### src/rtl/reg_alu_sequencer_pkg.sv
// Shared definitions for the register-bank execute stage: opcodes, FSM states
// and default widths.
package reg_alu_sequencer_pkg;

  localparam int DATA_W_DEF = 32;
  localparam int ADDR_W_DEF = 2;

  typedef enum logic [2:0] {
    OP_NOP = 3'b000,
    OP_ADD = 3'b001,
    OP_SUB = 3'b010,
    OP_AND = 3'b011,
    OP_OR  = 3'b100,
    OP_XOR = 3'b101,
    OP_SLT = 3'b110,
    OP_MUL = 3'b111
  } op_e;

  typedef enum logic [1:0] {
    IDLE = 2'd0,
    READ = 2'd1,
    EXEC = 2'd2,
    WB   = 2'd3
  } state_e;

endpackage

### src/rtl/reg_alu_sequencer_if.sv
// Instruction handshake plus register-bank read/write bus seen by the execute
// stage. slave = execute stage view, master = upstream/bank view.
interface reg_alu_sequencer_if
  import reg_alu_sequencer_pkg::*;
#(
  parameter int DATA_W = DATA_W_DEF,
  parameter int ADDR_W = ADDR_W_DEF
) ();

  logic              instr_valid;
  logic              instr_ready;
  logic [2:0]        instr_op;
  logic [ADDR_W-1:0] instr_sr1;
  logic [ADDR_W-1:0] instr_sr2;
  logic [ADDR_W-1:0] instr_dr;
  logic [ADDR_W-1:0] sr1;
  logic [ADDR_W-1:0] sr2;
  logic [DATA_W-1:0] rdData1;
  logic [DATA_W-1:0] rdData2;
  logic [ADDR_W-1:0] dr;
  logic [DATA_W-1:0] wrData;
  logic              write;

  modport slave (
    input  instr_valid, instr_op, instr_sr1, instr_sr2, instr_dr,
    input  rdData1, rdData2,
    output instr_ready, sr1, sr2, dr, wrData, write
  );

  modport master (
    output instr_valid, instr_op, instr_sr1, instr_sr2, instr_dr,
    output rdData1, rdData2,
    input  instr_ready, sr1, sr2, dr, wrData, write
  );

endinterface

### src/rtl/reg_alu_sequencer_mul.sv
// Iterative shift-add multiplier, one multiplier bit per cycle. product_lo and
// done are combinational so the final step's sum is usable in the same cycle.
module seq_mul_shift_add #(
  parameter int DATA_W = 32
) (
  input  logic              clk,
  input  logic              rst_n,
  input  logic              start,
  input  logic [DATA_W-1:0] a,
  input  logic [DATA_W-1:0] b,
  output logic [DATA_W-1:0] product_lo,
  output logic              done
);

  localparam int CNT_W = $clog2(DATA_W);
  localparam logic [CNT_W-1:0] CNT_LAST = CNT_W'(DATA_W - 1);

  logic [DATA_W-1:0] acc_q, acc_d;
  logic [DATA_W-1:0] mcand_q, mcand_d;
  logic [DATA_W-1:0] mplier_q, mplier_d;
  logic [CNT_W-1:0]  cnt_q, cnt_d;
  logic              run_q, run_d;
  logic [DATA_W-1:0] step_sum;

  always_comb begin
    step_sum = acc_q + (mplier_q[0] ? mcand_q : '0);
    acc_d    = acc_q;
    mcand_d  = mcand_q;
    mplier_d = mplier_q;
    cnt_d    = cnt_q;
    run_d    = run_q;
    if (start) begin
      acc_d    = '0;
      mcand_d  = a;
      mplier_d = b;
      cnt_d    = '0;
      run_d    = 1'b1;
    end else if (run_q) begin
      acc_d    = step_sum;
      mcand_d  = mcand_q << 1;
      mplier_d = mplier_q >> 1;
      cnt_d    = cnt_q + 1'b1;
      if (cnt_q == CNT_LAST) run_d = 1'b0;
    end
  end

  always_ff @(posedge clk) begin
    if (!rst_n) begin
      run_q <= 1'b0;
      cnt_q <= '0;
    end else begin
      run_q <= run_d;
      cnt_q <= cnt_d;
    end
  end

  always_ff @(posedge clk) begin
    acc_q    <= acc_d;
    mcand_q  <= mcand_d;
    mplier_q <= mplier_d;
  end

  assign product_lo = step_sum;
  assign done       = run_q && (cnt_q == CNT_LAST);

endmodule

### src/rtl/reg_alu_sequencer.sv
// Execute stage: accepts one reg-reg instruction, reads the bank, computes the
// ALU/MUL result and writes it back, with zero/carry flags.
module reg_alu_sequencer
  import reg_alu_sequencer_pkg::*;
#(
  parameter int DATA_W = DATA_W_DEF,
  parameter int ADDR_W = ADDR_W_DEF
) (
  input  logic                clk,
  input  logic                rst_n,
  reg_alu_sequencer_if.slave  bus,
  output logic                done,
  output logic                zero_flag,
  output logic                carry_flag,
  output logic                busy
);

  state_e            state_q, state_d;
  op_e               op_q, op_d;
  logic [DATA_W-1:0] opa_q, opa_d, opb_q, opb_d;
  logic [ADDR_W-1:0] sr1_q, sr1_d, sr2_q, sr2_d, dr_q, dr_d;
  logic [DATA_W-1:0] wrdata_q, wrdata_d;
  logic              write_q, write_d, done_q, done_d;
  logic              zero_q, zero_d, carry_q, carry_d;

  logic              mul_start, mul_done, exec_fin;
  logic [DATA_W-1:0] mul_prod, exec_res;
  logic [DATA_W:0]   alu_r;

  // Returns {carry, result}; MUL and NOP yield zero here.
  function automatic logic [DATA_W:0] alu(input op_e op, input logic [DATA_W-1:0] a,
                                          input logic [DATA_W-1:0] b);
    logic signed [DATA_W-1:0] sa, sb;
    logic [DATA_W:0]          r;
    sa = a;
    sb = b;
    case (op)
      OP_ADD:  r = {1'b0, a} + {1'b0, b};
      OP_SUB:  r = {1'b0, a} - {1'b0, b};
      OP_AND:  r = {1'b0, a & b};
      OP_OR:   r = {1'b0, a | b};
      OP_XOR:  r = {1'b0, a ^ b};
      OP_SLT:  r = {{DATA_W{1'b0}}, (sa < sb)};
      default: r = '0;
    endcase
    return r;
  endfunction

  seq_mul_shift_add #(.DATA_W(DATA_W)) u_mul (
    .clk        (clk),
    .rst_n      (rst_n),
    .start      (mul_start),
    .a          (bus.rdData1),
    .b          (bus.rdData2),
    .product_lo (mul_prod),
    .done       (mul_done)
  );

  assign alu_r    = alu(op_q, opa_q, opb_q);
  assign exec_res = (op_q == OP_MUL) ? mul_prod : alu_r[DATA_W-1:0];
  assign exec_fin = (op_q != OP_MUL) || mul_done;

  always_ff @(posedge clk) begin
    if (!rst_n) begin
      state_q  <= IDLE;
      sr1_q    <= '0;
      sr2_q    <= '0;
      dr_q     <= '0;
      wrdata_q <= '0;
      write_q  <= 1'b0;
      done_q   <= 1'b0;
      zero_q   <= 1'b0;
      carry_q  <= 1'b0;
    end else begin
      state_q  <= state_d;
      sr1_q    <= sr1_d;
      sr2_q    <= sr2_d;
      dr_q     <= dr_d;
      wrdata_q <= wrdata_d;
      write_q  <= write_d;
      done_q   <= done_d;
      zero_q   <= zero_d;
      carry_q  <= carry_d;
    end
  end

  always_ff @(posedge clk) begin
    op_q  <= op_d;
    opa_q <= opa_d;
    opb_q <= opb_d;
  end

  always_comb begin
    state_d = state_q;
    case (state_q)
      IDLE:    if (bus.instr_valid) state_d = READ;
      READ:    state_d = EXEC;
      EXEC:    if (exec_fin) state_d = WB;
      WB:      state_d = IDLE;
      default: state_d = IDLE;
    endcase
  end

  // write/done/result registers load on the EXEC->WB edge so they are live in WB.
  always_comb begin
    op_d      = op_q;
    opa_d     = opa_q;
    opb_d     = opb_q;
    sr1_d     = sr1_q;
    sr2_d     = sr2_q;
    dr_d      = dr_q;
    wrdata_d  = wrdata_q;
    zero_d    = zero_q;
    carry_d   = carry_q;
    write_d   = 1'b0;
    done_d    = 1'b0;
    mul_start = 1'b0;
    case (state_q)
      IDLE: begin
        if (bus.instr_valid) begin
          op_d  = op_e'(bus.instr_op);
          dr_d  = bus.instr_dr;
          sr1_d = bus.instr_sr1;
          sr2_d = bus.instr_sr2;
        end
      end
      READ: begin
        opa_d     = bus.rdData1;
        opb_d     = bus.rdData2;
        mul_start = (op_q == OP_MUL);
      end
      EXEC: begin
        if (exec_fin) begin
          done_d   = 1'b1;
          write_d  = (op_q != OP_NOP);
          wrdata_d = exec_res;
          if (op_q != OP_NOP) begin
            zero_d  = (exec_res == '0);
            carry_d = alu_r[DATA_W];
          end
        end
      end
      default: ;
    endcase
  end

  assign bus.instr_ready = rst_n && (state_q == IDLE);
  assign bus.sr1         = sr1_q;
  assign bus.sr2         = sr2_q;
  assign bus.dr          = dr_q;
  assign bus.wrData      = wrdata_q;
  assign bus.write       = write_q;
  assign done            = done_q;
  assign zero_flag       = zero_q;
  assign carry_flag      = carry_q;
  assign busy            = (state_q != IDLE);

endmodule
### src/flat_wrapper.sv
// flat-port wrapper written by rule: the top's interface ports become plain ports
module reg_alu_sequencer_flat import reg_alu_sequencer_pkg::*;
#(
  parameter int DATA_W = DATA_W_DEF,
  parameter int ADDR_W = ADDR_W_DEF
)
  (clk, rst_n, done, zero_flag, carry_flag, busy, bus_instr_valid, bus_instr_op, bus_instr_sr1, bus_instr_sr2, bus_instr_dr, bus_rdData1, bus_rdData2, bus_instr_ready, bus_sr1, bus_sr2, bus_dr, bus_wrData, bus_write);
  reg_alu_sequencer_if #(.DATA_W(DATA_W), .ADDR_W(ADDR_W)) bus_i ();
  input  logic clk;
  input  logic rst_n;
  output logic done;
  output logic zero_flag;
  output logic carry_flag;
  output logic busy;
  input wire logic [$bits(bus_i.instr_valid)-1:0] bus_instr_valid;
  input wire logic [$bits(bus_i.instr_op)-1:0] bus_instr_op;
  input wire logic [$bits(bus_i.instr_sr1)-1:0] bus_instr_sr1;
  input wire logic [$bits(bus_i.instr_sr2)-1:0] bus_instr_sr2;
  input wire logic [$bits(bus_i.instr_dr)-1:0] bus_instr_dr;
  input wire logic [$bits(bus_i.rdData1)-1:0] bus_rdData1;
  input wire logic [$bits(bus_i.rdData2)-1:0] bus_rdData2;
  output wire logic [$bits(bus_i.instr_ready)-1:0] bus_instr_ready;
  output wire logic [$bits(bus_i.sr1)-1:0] bus_sr1;
  output wire logic [$bits(bus_i.sr2)-1:0] bus_sr2;
  output wire logic [$bits(bus_i.dr)-1:0] bus_dr;
  output wire logic [$bits(bus_i.wrData)-1:0] bus_wrData;
  output wire logic [$bits(bus_i.write)-1:0] bus_write;
  assign bus_i.instr_valid = bus_instr_valid;
  assign bus_i.instr_op = bus_instr_op;
  assign bus_i.instr_sr1 = bus_instr_sr1;
  assign bus_i.instr_sr2 = bus_instr_sr2;
  assign bus_i.instr_dr = bus_instr_dr;
  assign bus_i.rdData1 = bus_rdData1;
  assign bus_i.rdData2 = bus_rdData2;
  assign bus_instr_ready = bus_i.instr_ready;
  assign bus_sr1 = bus_i.sr1;
  assign bus_sr2 = bus_i.sr2;
  assign bus_dr = bus_i.dr;
  assign bus_wrData = bus_i.wrData;
  assign bus_write = bus_i.write;
  reg_alu_sequencer #(.DATA_W(DATA_W), .ADDR_W(ADDR_W)) u_core (.clk(clk), .rst_n(rst_n), .bus(bus_i), .done(done), .zero_flag(zero_flag), .carry_flag(carry_flag), .busy(busy));
endmodule
### config.mk
export PLATFORM = sky130hd
export DESIGN_NAME = reg_alu_sequencer_flat
export DESIGN_NICKNAME = d
export VERILOG_FILES = /design/src/rtl/reg_alu_sequencer_pkg.sv /design/src/rtl/reg_alu_sequencer_if.sv /design/src/rtl/reg_alu_sequencer_mul.sv /design/src/rtl/reg_alu_sequencer.sv /design/src/flat_wrapper.sv
export SDC_FILE = /design/constraint.sdc
export NUM_CORES = 1
export LEC_CHECK = 0
export BUFFER_PORTS_ARGS = -buffer_cell sky130_fd_sc_hd__clkbuf_2
export CORE_ASPECT_RATIO = 0.8
export CORE_MARGIN = 1
export CORE_UTILIZATION = 30
export CTS_BUF_LIST = sky130_fd_sc_hd__clkbuf_4
export CTS_CLUSTER_SIZE = 8
export DETAILED_ROUTE_END_ITERATION = 16
export PLACE_DENSITY_LB_ADDON = 0.08
export SYNTH_ARGS = -nofsm -noshare
export SYNTH_HDL_FRONTEND = slang
export SYNTH_SLANG_ARGS = --single-unit
### constraint.sdc
create_clock -name clk -period 5.7 [get_ports clk]
set_clock_uncertainty 0.2 [all_clocks]
set_input_delay 0 -clock clk [delete_from_list [all_inputs] [get_ports clk]]
set_output_delay 0 -clock clk [all_outputs]
set_load 0.02 [all_outputs]
After elaboration in Yosys (flattened, before gate mapping)
Cells that the tools add are included.
- logic and storage cells: 70
- output and inout bits: 44
- bits in registers: 213
- magnitude comparators: 1
- reduce and logical (&&, ||, !) cells: 15
- add/subtract/negate cells: 4
- bitwise logic cells: 4
- multiplexer cells: 15
- equality and inequality tests: 14
- operator list (kind ; count):
    $pmux 33 s6 ; 1
    $mux 32 ; 6
    $add 32x32->33 ; 1
    $sub 32x32->33 ; 1
    $add 32x32->32 ; 1
    $and 32x32->32 ; 1
    $logic_not 32->1 ; 1
    $lt 32x32->1 ; 1
    $or 32x32->32 ; 1
    $xor 32x32->32 ; 1
    $eq 3x3->1 const B ; 4
    $pmux 2 s4 ; 1
    $reduce_and 2->1 ; 4
    $eq 3x2->1 const B ; 2
    $reduce_and 3->1 ; 2
    $add 5x1->5 const B ; 1
    $eq 5x5->1 const B ; 1
    $mux 1 ; 5
    $eq 2x2->1 const B ; 2
    $mux 2 ; 2
    $reduce_bool 2->1 ; 2
    $eq 3x1->1 const B ; 1
    $ne 3x3->1 const B ; 1
    $reduce_bool 3->1 ; 1
    other kinds (8) ; 9

Longest topological paths before layout
- depth in word-level cells: 5
- gate-level depth with buffers: 16
- gate-level depth less buffers: 15

By module
Synthesis repeated with hierarchy kept, for this count alone.
- cell total of the unflattened synthesis: 1697
- area total of the unflattened synthesis: 15315.9 um^2
- modules (own cells, without submodules) (module ; sequential area each (um^2) ; cells each ; area each (um^2) ; times used):
    reg_alu_sequencer ; 2892.8 ; 1159 ; 9406.5 ; 1
    seq_mul_shift_add ; 2682.6 ; 538 ; 5909.4 ; 1

Worst setup path after synthesis
Ideal clock, no wire load.
- kind: register to register
- start: register u_core.state_q[1]
- end: register u_core.u_mul.mcand_q[0], enable pin
- data arrival time: 4005 ps
- stages on the path, launching flop included: 6
- path slack: 1071 ps
- required time: 5076 ps
- cells stage by stage: dfxtp_1 > inv_1 > ha_1 > nand2_1 > clkbuf_1 > nand2_1
- cells in the longest elaborated chain, start to end: 3
- RTL lines (what ; RTL line ; text):
    from (decl) ; reg_alu_sequencer.sv:18 ; state_e state_q, state_d;
    from (signal assigned) ; reg_alu_sequencer.sv:75 ; state_q <= state_d;
    $eq 2x1->1 ; reg_alu_sequencer.sv:118 ; case (state_q)
    $mux 1 ; reg_alu_sequencer.sv:118 ;
    $reduce_bool 2->1 (no source line) ; -- ;
    to (signal assigned) ; reg_alu_sequencer_mul.sv:59 ; mcand_q <= mcand_d;
    to (decl) ; reg_alu_sequencer_mul.sv:19 ; logic [DATA_W-1:0] mcand_q, mcand_d;
No other way between the ends.
A chain may end at the register's enable or synchronous reset.

Worst setup path after layout
- start: register u_core.u_mul.mplier_q[0]
- end: register u_core.zero_q (netlist: u_core.zero_flag)
- cells in the longest elaborated chain, start to end: 4
- RTL lines (what ; RTL line ; text):
    from (decl) ; reg_alu_sequencer_mul.sv:20 ; logic [DATA_W-1:0] mplier_q, mplier_d;
    from (signal assigned) ; reg_alu_sequencer_mul.sv:60 ; mplier_q <= mplier_d;
    $mux 32 ; reg_alu_sequencer_mul.sv:26 ; step_sum = acc_q + (mplier_q[0] ? mcand_q : '0);
    $add 32x32->32 ; reg_alu_sequencer_mul.sv:26 ;
    $mux 32 ; reg_alu_sequencer.sv:60 ; assign exec_res = (op_q == OP_MUL) ? mul_prod : alu_r[DATA_W-1:0];
    $logic_not 32->1 ; reg_alu_sequencer.sv:138 ; zero_d = (exec_res == '0);
    to (signal assigned) ; reg_alu_sequencer.sv:82 ; zero_q <= zero_d;
    to (decl) ; reg_alu_sequencer.sv:24 ; logic zero_q, zero_d, carry_q, carry_d;
No other way between the ends.

==> load_flow_metrics.sql <==
INSERT INTO impl_metrics (metric_group, metric, value, unit) VALUES
('global_routing', 'grt_max_degree', '68', ''),
('sta', 'slew-limit-headroom', '0.159', ''),
('clock_tree', 'cts.root.buffer_cell', 'sky130_fd_sc_hd__clkbuf_4', ''),
('outcome', 'result_of_the_run', 'complete, no violations', ''),
('logic_synthesis', 'share_of_synthesized_cell_area_in_and_or_nand_and_nor_gates', '0.210', ''),
('global_routing', 'global_route.overflow_total', '0', ''),
('placed_design', 'dp_hpwl', '47700', 'um'),
('routing', 'post_drt_wl_per_cell', '22.2', 'um'),
('layout', 'final-instance-count-excl-fill', '2888', ''),
('logic_synthesis', 'postSynthNetCount', '2096', ''),
('global_routing', 'grt_first_pass_wirelength', '94800', 'um'),
('logic_synthesis', 'post_synth_instance_area', '15700', 'um^2'),
('sta', 'timing.final.hold_violations', '0', ''),
('flow_run', 'max-cap-violations', '0', ''),
('floorplanning', 'fp.coreArea', '51500', 'um^2'),
('sta', 'timing_worst_slew_pin_value', '1260', 'ps'),
('floorplanning', 'die_width', '258', 'um'),
('logic_synthesis', 'post_synth_xor_area_fraction', '0.0300', ''),
('setup_path', 'path_max_fanout', '25', ''),
('sta', 'post-route-worst-setup-slack', '933', 'ps'),
('setup_path', 'critical_path.endpoint_type', 'flip-flop', ''),
('sta', 'hold_slack', '231', 'ps'),
('setup_path', 'timing.reg2reg.setup_slack', '930', 'ps'),
('logic_synthesis', 'synth_top_family_by_area', 'simple AND/OR/NAND/NOR gates', ''),
('clock_tree', 'cts_resized', '0', ''),
('clock_tree', 'clk_pin_slew_worst_paths', '90', 'ps'),
('clock_tree', 'ctsLongestPathBuffers', '3', ''),
('logic_synthesis', 'synth_cell_type_count', '92', ''),
('routing', 'drc_errors', '0', ''),
('logic_synthesis', 'synth_fa_ha_area_frac', '0.115', ''),
('layout', 'fillerInstances', '5414', ''),
('layout', 'areaGrowthSynthToFinish', '23.1', '%'),
('floorplanning', 'boundaryPins', '120', ''),
('routing', 'vias', '15337', ''),
('layout', 'num-nets-final', '2372', ''),
('sta', 'setup_viol', '0', ''),
('pwr', 'power-per-cell-area', '451', 'nW/um^2'),
('pwr', 'irDropWorstVdd', '0.140', 'mV'),
('global_routing', 'track_usage', '0.239', ''),
('logic_synthesis', 'dominantRegCellSynth', 'sky130_fd_sc_hd__edfxtp_1', ''),
('routing', 'final_antenna_net_count', '0', ''),
('clock_tree', 'tritoncts_num_sinks', '213', ''),
('clock_tree', 'tritoncts_clock_tree', 'yes', ''),
('global_routing', 'grt_most_used_layer', 'met1', ''),
('sta', 'final.min_clock_period', '4770', 'ps'),
('layout', 'layout.cells.most_common_list', 'sky130_fd_sc_hd__nand2_1 (316), sky130_fd_sc_hd__nor2_1 (198), sky130_fd_sc_hd__dlygate4sd3_1 (162)', ''),
('setup_path', 'worst-setup-path-type', 'reg -> reg', ''),
('floorplanning', 'floorplan.initialDensity', '0.306', ''),
('clock_tree', 'cts_buffers', '61', ''),
('clock_tree', 'cts_setup_buffers', '0', ''),
('placed_design', 'place_inst', '2612', ''),
('clock_tree', 'htreeDepth', '2', ''),
('logic_synthesis', 'synth-seq-area-share', '0.354', ''),
('sta', 'report.final.slew_viol_count', '0', ''),
('logic_synthesis', 'synth_warnings', '0', ''),
('global_routing', 'grt_util_met3', '0.0383', ''),
('setup_path', 'worst-endpoint-required', '6250', 'ps'),
('logic_synthesis', 'synth.mux.area_fraction', '0.0273', ''),
('logic_synthesis', 'synth.avg_cell_area', '8.39', 'um^2'),
('sta', 'unrepaired_setup_endpoints_after_global_routing', 'false', ''),
('routing', 'detail_route.vias_per_cell', '5.31', ''),
('layout', 'mostFrequentLayoutCell', 'sky130_fd_sc_hd__nand2_1', ''),
('global_routing', 'antenna_violations_before_repair', '2', ''),
('setup_path', 'setup_crit_start_kind', 'flip-flop', ''),
('placed_design', 'gp_congestion', '0.942', ''),
('placed_design', 'place_ws', '1040', 'ps'),
('sta', 'achievable-frequency', '210', 'MHz'),
('pwr', 'p_leak', '8.16', 'nW'),
('pwr', 'total_power', '8.74', 'mW'),
('sta', 'setup_tns', '0', 'ps'),
('routing', 'dr_pass1_iterations', '5', '');
[flip-flops by register name (all words and copies together) (netlist names), 2 cells and up]
name	cells
u_core.u_mul.cnt_q	5
u_core.u_mul.mplier_q	32
u_core.bus.dr	2
u_core.bus.sr2	2
u_core.bus.wrData	32
u_core.state_q	2
u_core.opa_q	32
u_core.bus.sr1	2
u_core.op_q	3
u_core.u_mul.mcand_q	32
u_core.u_mul.acc_q	32
u_core.opb_q	32
[logic make-up (layout without fill, tap and decap cells)]
| group | count (synthesis) | after routing |
|---|---|---|
| simple gates | 736 | 736 |
| mux | 42 | 42 |
| compound gates | 468 | 468 |
| other cells | 0 | 1 |
| fa+ha+maj | 143 | 143 |
| buf+inv | 221 | 547 |
| flops | 213 | 213 |
| xor+xnor | 54 | 54 |
[critical path: stages, from the launching register on]
cell	delay [ps]
sky130_fd_sc_hd__edfxtp_1	510
sky130_fd_sc_hd__buf_4	270
sky130_fd_sc_hd__and2_1	170
sky130_fd_sc_hd__ha_1	360
sky130_fd_sc_hd__a21o_1	220
sky130_fd_sc_hd__a31o_2	250
sky130_fd_sc_hd__o211ai_1	380
sky130_fd_sc_hd__nand2_1	190
sky130_fd_sc_hd__xnor2_1	500
sky130_fd_sc_hd__o221ai_1	360
sky130_fd_sc_hd__nor4b_1	450
sky130_fd_sc_hd__nand4_1	140
sky130_fd_sc_hd__nor4_1	260
sky130_fd_sc_hd__buf_4	170
sky130_fd_sc_hd__nand4_1	100
sky130_fd_sc_hd__o21ai_1	160
[path summary, 6_finish.rpt]
check	from	to	cells past startpoint
max	u_core.u_mul.mplier_q[0]	u_core.zero_flag	15
min	bus_instr_op[2]	u_core.op_q[2]	3
max reg2reg	u_core.u_mul.mplier_q[0]	u_core.zero_flag	15
min reg2reg	u_core.bus.wrData[21]	u_core.bus.wrData[21]	2
[where the power goes]
part           internal [mW]  switching (mW)  total, mW
Sequential              2.07           0.289       2.36
Combinational           1.64            3.30       4.93
Clock                  0.735           0.712       1.45
[synth_stat cells, types with 12 or more instances]
cell type / n / area [um^2]
sky130_fd_sc_hd__nand2_1: 318 / 1190
sky130_fd_sc_hd__nor2_1: 199 / 747
sky130_fd_sc_hd__ha_1: 140 / 1750
sky130_fd_sc_hd__edfxtp_1: 131 / 3930
sky130_fd_sc_hd__a21oi_1: 129 / 646
sky130_fd_sc_hd__inv_1: 118 / 443
sky130_fd_sc_hd__o21ai_0: 83 / 415
sky130_fd_sc_hd__dfxtp_1: 82 / 1640
sky130_fd_sc_hd__clkbuf_1: 68 / 255
sky130_fd_sc_hd__a211oi_1: 42 / 315
sky130_fd_sc_hd__and2_1: 39 / 244
sky130_fd_sc_hd__nor3_1: 38 / 190
sky130_fd_sc_hd__mux2i_1: 35 / 350
sky130_fd_sc_hd__xnor2_1: 34 / 298
sky130_fd_sc_hd__nand3_1: 30 / 150
sky130_fd_sc_hd__xor2_1: 20 / 175
sky130_fd_sc_hd__a21o_1: 19 / 143
sky130_fd_sc_hd__buf_2: 18 / 90.1
sky130_fd_sc_hd__nor2b_1: 18 / 113
sky130_fd_sc_hd__nor4_1: 17 / 106
sky130_fd_sc_hd__nand2b_1: 16 / 100
sky130_fd_sc_hd__o31ai_1: 16 / 120
sky130_fd_sc_hd__nand4_1: 15 / 93.8
sky130_fd_sc_hd__a221oi_1: 14 / 123
sky130_fd_sc_hd__and3_1: 12 / 75.1
sky130_fd_sc_hd__o211ai_1: 12 / 90.1
[layer usage]
layer / share of wire / wire, um / up-vias
met5: 0 / 0 / -
met2: 0.41 / 26300 / 566
met1: 0.50 / 32300 / 7405
met4: 0.019 / 1220 / 0
met3: 0.068 / 4370 / 80
li1: - / - / 7286
[stage by stage]
stage | utilization | instance area [um^2]
2_1_floorplan | - | 15700
3_3_place_gp | 0.330 | 17000
3_5_place_dp | 0.330 | 17000
4_1_cts | 0.377 | 19400
5_1_grt | 0.377 | 19400
6_report | 0.377 | 19400
[repair_timing]
| item | 4_1_cts | 5_1_grt |
|---|---|---|
| hold buffers | 162 | 0 |
| setup endpoints to repair | 0 | 0 |
| hold endpoints to repair | 184 | 0 |
[layout make-up]
class	count	area (um^2)	area share
clock buffers	92	691	0.0356
repair buffers	315	2470	0.128
well taps	684	856	0.0441
inverters	119	447	0.0230
flip-flops and latches	213	5580	0.288
clock inverters	21	87.6	0.00452
diodes	1	2.50	0.000129
multi-input cells	1443	9260	0.477
Note: power is estimated with default switching activity, not from simulation.
